**src/rtl/mac_acc_pipe.sv**
```systemverilog
// Pipelined dot-product MAC: pr lanes of a*b per beat, reduced by an adder tree,
// then accumulated over a group of beats closed by in_last or by max_beats.
module mac_acc_pipe #(
    parameter int bw        = 8,
    parameter int pr        = 8,
    parameter int psum_bw   = 2*bw + $clog2(pr),
    parameter int max_beats = 16,
    parameter int acc_bw    = psum_bw + $clog2(max_beats),
    parameter int cnt_bw    = $clog2(max_beats) + 1
) (
    input  logic                     clk,
    input  logic                     reset_n,
    input  logic                     in_valid,
    input  logic                     in_last,
    input  logic                     clear,
    input  logic [pr*bw-1:0]         a,
    input  logic [pr*bw-1:0]         b,
    input  logic                     is_signed,
    input  logic                     reconfigure,
    output logic                     out_valid,
    output logic signed [acc_bw-1:0] out,
    output logic [cnt_bw-1:0]        out_count,
    output logic                     out_trunc
);

    localparam int prod_bw = 2*bw;
    localparam int levels  = $clog2(pr);
    localparam logic [cnt_bw-1:0] cnt_max = cnt_bw'(max_beats);

    typedef enum logic {
        IDLE  = 1'b0,
        ACCUM = 1'b1
    } state_t;

    // ------------------------------------------------------------------
    // S1: per-lane products. b is widened by mode so one signed multiply
    // covers both the signed and the zero-extended interpretation.
    // ------------------------------------------------------------------
    logic b_signed;
    logic s1_valid_reg;
    logic s1_last_reg;
    logic signed [psum_bw-1:0] leaf [pr];

    assign b_signed = is_signed & ~reconfigure;

    genvar gi, gl;
    generate
        for (gi = 0; gi < pr; gi++) begin : g_lane
            logic [bw-1:0]             a_lane;
            logic [bw-1:0]             b_lane;
            logic signed [prod_bw-1:0] a_ext;
            logic signed [prod_bw-1:0] b_ext;
            logic signed [prod_bw-1:0] prod;
            logic signed [prod_bw-1:0] prod_reg;

            assign a_lane = a[bw*gi +: bw];
            assign b_lane = b[bw*gi +: bw];
            assign a_ext  = {{bw{a_lane[bw-1]}}, a_lane};
            assign b_ext  = {{bw{b_signed & b_lane[bw-1]}}, b_lane};
            assign prod   = a_ext * b_ext;

            always_ff @(posedge clk or negedge reset_n) begin
                if (!reset_n) begin
                    prod_reg <= '0;
                end else if (in_valid) begin
                    prod_reg <= prod;
                end
            end

            assign leaf[gi] = {{(psum_bw-prod_bw){prod_reg[prod_bw-1]}}, prod_reg};
        end
    endgenerate

    // A beat arriving together with clear is kept: it opens the next group.
    always_ff @(posedge clk or negedge reset_n) begin
        if (!reset_n) begin
            s1_valid_reg <= 1'b0;
            s1_last_reg  <= 1'b0;
        end else begin
            s1_valid_reg <= in_valid;
            s1_last_reg  <= in_valid & in_last;
        end
    end

    // ------------------------------------------------------------------
    // Adder tree: level gl holds pr>>(gl+1) sums of the level below.
    // ------------------------------------------------------------------
    generate
        for (gl = 0; gl < levels; gl++) begin : g_lvl
            localparam int n_sum = pr >> (gl + 1);
            logic signed [psum_bw-1:0] sum [n_sum];
            for (gi = 0; gi < n_sum; gi++) begin : g_add
                if (gl == 0) begin : g_first
                    assign sum[gi] = leaf[2*gi] + leaf[2*gi+1];
                end else begin : g_upper
                    assign sum[gi] = g_lvl[gl-1].sum[2*gi] + g_lvl[gl-1].sum[2*gi+1];
                end
            end
        end
    endgenerate

    logic signed [psum_bw-1:0] tree_root;
    assign tree_root = g_lvl[levels-1].sum[0];

    // ------------------------------------------------------------------
    // S2: registered lane sum.
    // ------------------------------------------------------------------
    logic                      s2_valid_reg;
    logic                      s2_last_reg;
    logic signed [psum_bw-1:0] psum_reg;

    always_ff @(posedge clk or negedge reset_n) begin
        if (!reset_n) begin
            s2_valid_reg <= 1'b0;
            s2_last_reg  <= 1'b0;
            psum_reg     <= '0;
        end else begin
            s2_valid_reg <= s1_valid_reg & ~clear;
            s2_last_reg  <= s1_last_reg;
            if (s1_valid_reg) begin
                psum_reg <= tree_root;
            end
        end
    end

    // ------------------------------------------------------------------
    // S3: group FSM and accumulator.
    // ------------------------------------------------------------------
    state_t                    state_reg,     state_next;
    logic signed [acc_bw-1:0]  acc_reg,       acc_next;
    logic [cnt_bw-1:0]         cnt_reg,       cnt_next;
    logic signed [acc_bw-1:0]  out_reg,       out_next;
    logic [cnt_bw-1:0]         out_count_reg, out_count_next;
    logic                      out_trunc_reg, out_trunc_next;
    logic                      out_valid_reg, out_valid_next;

    logic signed [acc_bw-1:0]  psum_ext;
    logic signed [acc_bw-1:0]  beat_acc;
    logic [cnt_bw-1:0]         beat_cnt;
    logic                      hit_max;

    // Running value and count as they would be after absorbing the S2 beat.
    assign psum_ext = {{(acc_bw-psum_bw){psum_reg[psum_bw-1]}}, psum_reg};
    assign beat_acc = (state_reg == IDLE) ? psum_ext : acc_reg + psum_ext;
    assign beat_cnt = (state_reg == IDLE) ? cnt_bw'(1) : cnt_reg + cnt_bw'(1);
    assign hit_max  = (beat_cnt == cnt_max);

    always_comb begin
        state_next     = state_reg;
        acc_next       = acc_reg;
        cnt_next       = cnt_reg;
        out_next       = out_reg;
        out_count_next = out_count_reg;
        out_trunc_next = out_trunc_reg;
        out_valid_next = 1'b0;

        if (clear) begin
            state_next = IDLE;
            acc_next   = '0;
            cnt_next   = '0;
        end else if (s2_valid_reg) begin
            if (s2_last_reg || hit_max) begin
                out_next       = beat_acc;
                out_count_next = beat_cnt;
                out_trunc_next = ~s2_last_reg;
                out_valid_next = 1'b1;
                state_next     = IDLE;
                acc_next       = '0;
                cnt_next       = '0;
            end else begin
                state_next = ACCUM;
                acc_next   = beat_acc;
                cnt_next   = beat_cnt;
            end
        end
    end

    always_ff @(posedge clk or negedge reset_n) begin
        if (!reset_n) begin
            state_reg     <= IDLE;
            acc_reg       <= '0;
            cnt_reg       <= '0;
            out_reg       <= '0;
            out_count_reg <= '0;
            out_trunc_reg <= 1'b0;
            out_valid_reg <= 1'b0;
        end else begin
            state_reg     <= state_next;
            acc_reg       <= acc_next;
            cnt_reg       <= cnt_next;
            out_reg       <= out_next;
            out_count_reg <= out_count_next;
            out_trunc_reg <= out_trunc_next;
            out_valid_reg <= out_valid_next;
        end
    end

    assign out_valid = out_valid_reg;
    assign out       = out_reg;
    assign out_count = out_count_reg;
    assign out_trunc = out_trunc_reg;

endmodule

```
**config.mk**
```make
export PLATFORM = sky130hd
export DESIGN_NAME = mac_acc_pipe
export DESIGN_NICKNAME = d
export VERILOG_FILES = /design/src/rtl/mac_acc_pipe.sv
export SDC_FILE = /design/constraint.sdc
export NUM_CORES = 2
export LEC_CHECK = 0
export ABC_AREA = 0
export CAP_MARGIN = 20
export CORE_MARGIN = 5
export CORE_UTILIZATION = 40
export DETAILED_ROUTE_END_ITERATION = 10
export PLACE_DENSITY = 0.67
export SLEW_MARGIN = 20
export SYNTH_ARGS = -nofsm -noshare
export SYNTH_HDL_FRONTEND = slang
export SYNTH_SLANG_ARGS = --single-unit
export TNS_END_PERCENT = 20
```
**constraint.sdc**
```tcl
create_clock -name clk -period 4.3 [get_ports clk]
set_input_delay 0.86 -clock clk [delete_from_list [all_inputs] [get_ports clk]]
set_output_delay 0.86 -clock clk [all_outputs]
set_load 0.1 [all_outputs]
```
==> impl_results.md <==
- Total number of vias: 26050
- Biggest area consumer among synthesized cells: fa_1
- CP arrival: 4970 ps
- Routed vias/inst: around 4.8
- Commonest cells in the netlist: inv_1, fa_1, and2_1
- Critical path class: in2reg
- Outcome: finished with violations
- Total track usage: between 10% and 20%
- Avg Inst Size Synth: 9.099 µm²
- Critical Path Max Stage Delay: between 500 and 600 ps
- Startpoint Class: input pin
- Worst Path Max Fanout: 4
- Final Net Count: 5306
- Critical Path End Type: flop
- Max-slew violation count: 0
- Die Width: ~300 µm
- Minimum period implied by the final worst setup slack: 4592 ps
- Mapped Cells: roughly 3700
- Top post-synthesis cells by area: fa_1, dfrtp_1, ha_1
- Synthesized cell area: about 34000 µm²
- Worst path required time: 4680 ps
- Hold Buf Count CTS: 0
- Rows: approximately 110
- Area grow syn2layout: 27.79%
- H-tree depth: 1
- CP most frequent cell: fa_1
- Number of global-route vias before repair: approximately 28000
- Fill cell count: between 7000 and 8000
- Half-perimeter wire length after placement: around 67000 µm
- Core ar.: 83420 µm²
- Register area share after synthesis: between 10% and 20%
- DR pass1 iterations: 6
- Post-synthesis cell type count: 68
- Util after Layout: 51.38%
- Worst Hold Class: in2async
- DRT Wirelength: between 80000 and 90000 µm
- Final worst-path setup slack: -292.0 ps
- Syn nets: between 4000 and 5000
- Total of max-cap violations: 0
- Count leader, synth: inv_1
- CTS tree: yes
- GRT Residual Overflow: 0
- Worst-margin pin slew: just over 1000 ps
- RSZ-0062 raised after global routing: true
- Ys async rst share: 100.0%
- CTS Sinks: 210
- Crit path cell chain: buf_6, nor2b_4, buf_6, buf_12, buf_12, and3_4, ha_1, fa_1, fa_1, inv_1, fa_1, inv_1, ha_1, or2_4, a21oi_4, o31ai_4, o41ai_2, xnor2_1, a21oi_1
- Top delay family on crit path: adder cells
- Clock Skew: 17.15 ps
- Main synth FF type: dfrtp_1
- Seq cells post-synth: 210
- Share of the synthesized area in the top cell type: approximately 34%
- WHS: 262.1 ps
- Root Driver: clkbuf_16
- I/O Buffers: between 150 and 200
- Fin. Hold Viols: 0
- Post-synth EDFFs: 0
- Initial antenna violation count: 2
- TritonCTS Buffers: 25
- Fin crit share: 106.8%
- R2r startpoint: g_lane[2].prod_reg[2]
- Reg clk slew, reported paths: 60 ps
- Buf/Inv on CP: 6
- CP max stage cell: fa_1
- Critical Path Source: reconfigure
- Post-route ant nets: 0
- Max reg flops: 128
- Violated checks: setup timing
- Die Height: between 200 and 300 µm
- Clock Tree Buf Depth: 3
- Pre-CTS setup slack: -1228 ps
- Final setup vio count: 45
- Iteration-0 DRC Markers: approximately 1000
- Initial Util: roughly 40%
- Clk_lat worst skew: roughly 540 ps
- GPL Wtd Cong: 0.8607
- First-pass GRT wire length: around 140000 µm
- Wire per inst: ~15 µm
- Ys Warns: 0
- Die area: 89740 µm²
- FMAX: ~0.22 GHz
- Worst slew margin: a little under a third
- Top Ports: 165
- # DRC: 0
- Largest net degree at the start of global routing: 205
- Layout cells sized above 1: between 20 and 25%
[worst paths after layout]
check | to | slack (ps) | cells after the start
max | g_lane[4].prod_reg[15] | -290 | 19
min | out[10] | 260 | 1
max reg2reg | psum_reg[18] | -190 | 18
min reg2reg | s2_last_reg | 350 | 0
max in group asynchronous | g_lane[4].prod_reg[15] | 3030 | 2
min in group clk | s2_last_reg | 350 | 0
[layer usage]
metal	vias to the layer above	track usage (%)	wire length (µm)	share of wire (%)
li1	12640	-	-	-
met3	97	2.310	3170	3.9
met2	395	32.86	41470	50
met1	12920	24.53	35640	43
met5	-	0	0	0
met4	0	4.300	1952	2.4
[cell families after synthesis]
group | share of synthesized area [%]
flip-flops | 15.67
buffers and inverters | 11.22
XOR/XNOR | 3.525
AO/OA/AOI/OAI | 9.196
adder cells (fa/ha/maj) | 43.89
AND/OR/NAND/NOR | 15.03
multiplexers | 1.474
[final cells by class]
type	instances	area [µm²]	area share, %
antenna	1	2.502	0.005839
clock buffer	33	715.7	1.670
clock inverter	12	178.9	0.4175
inverter	914	3446	8.040
multi-input combinational	2475	26060	60.79
sequential	210	5255	12.26
tap	1080	1351	3.153
timing repair buffer	707	5856	13.66
[worst register-to-register path: cells and delay by family (launching register included)]
kind / cells / cell delay [ps]
fa+ha+maj: 6 / 2370
compound gates: 4 / 820
simple gates: 3 / 590
flops: 1 / 340
buf+inv: 5 / 260
[cells in the final DEF, fill, tap and decap left out, drive strengths merged, types with 40 or more instances in the layout]
cell type,instances
fa,564
dfrtp,210
clkbuf,72
nor2,129
a21oi,84
nand3,62
nor3,54
xnor2,107
dlygate4sd2,56
nand2,305
inv,911
o21ai,152
buf,547
and2,306
a21o,42
ha,274
and3,40
[stage by stage]
step                std cells  TNS (ps)  area [µm²]
floorplan                3686    -21330       33850
global placement         5347    -66820       40340
detailed placement       5347    -69680       40340
CTS                      5421     -7935       42220
global route             5432    -14670       42860
finish                   5432     -5169       42860
[timing repair]
action / 4_1_cts / 5_1_grt
buffers inserted: 24 / 10
gates resized for setup: 354 / 238
pin swaps: 113 / 130
setup endpoints to repair: 74 / 73
cloned: 6 / 1
Power is left out: the tool's default activity adds up to more than one toggle a clock period on the data nets, which glitch-free logic cannot reach.
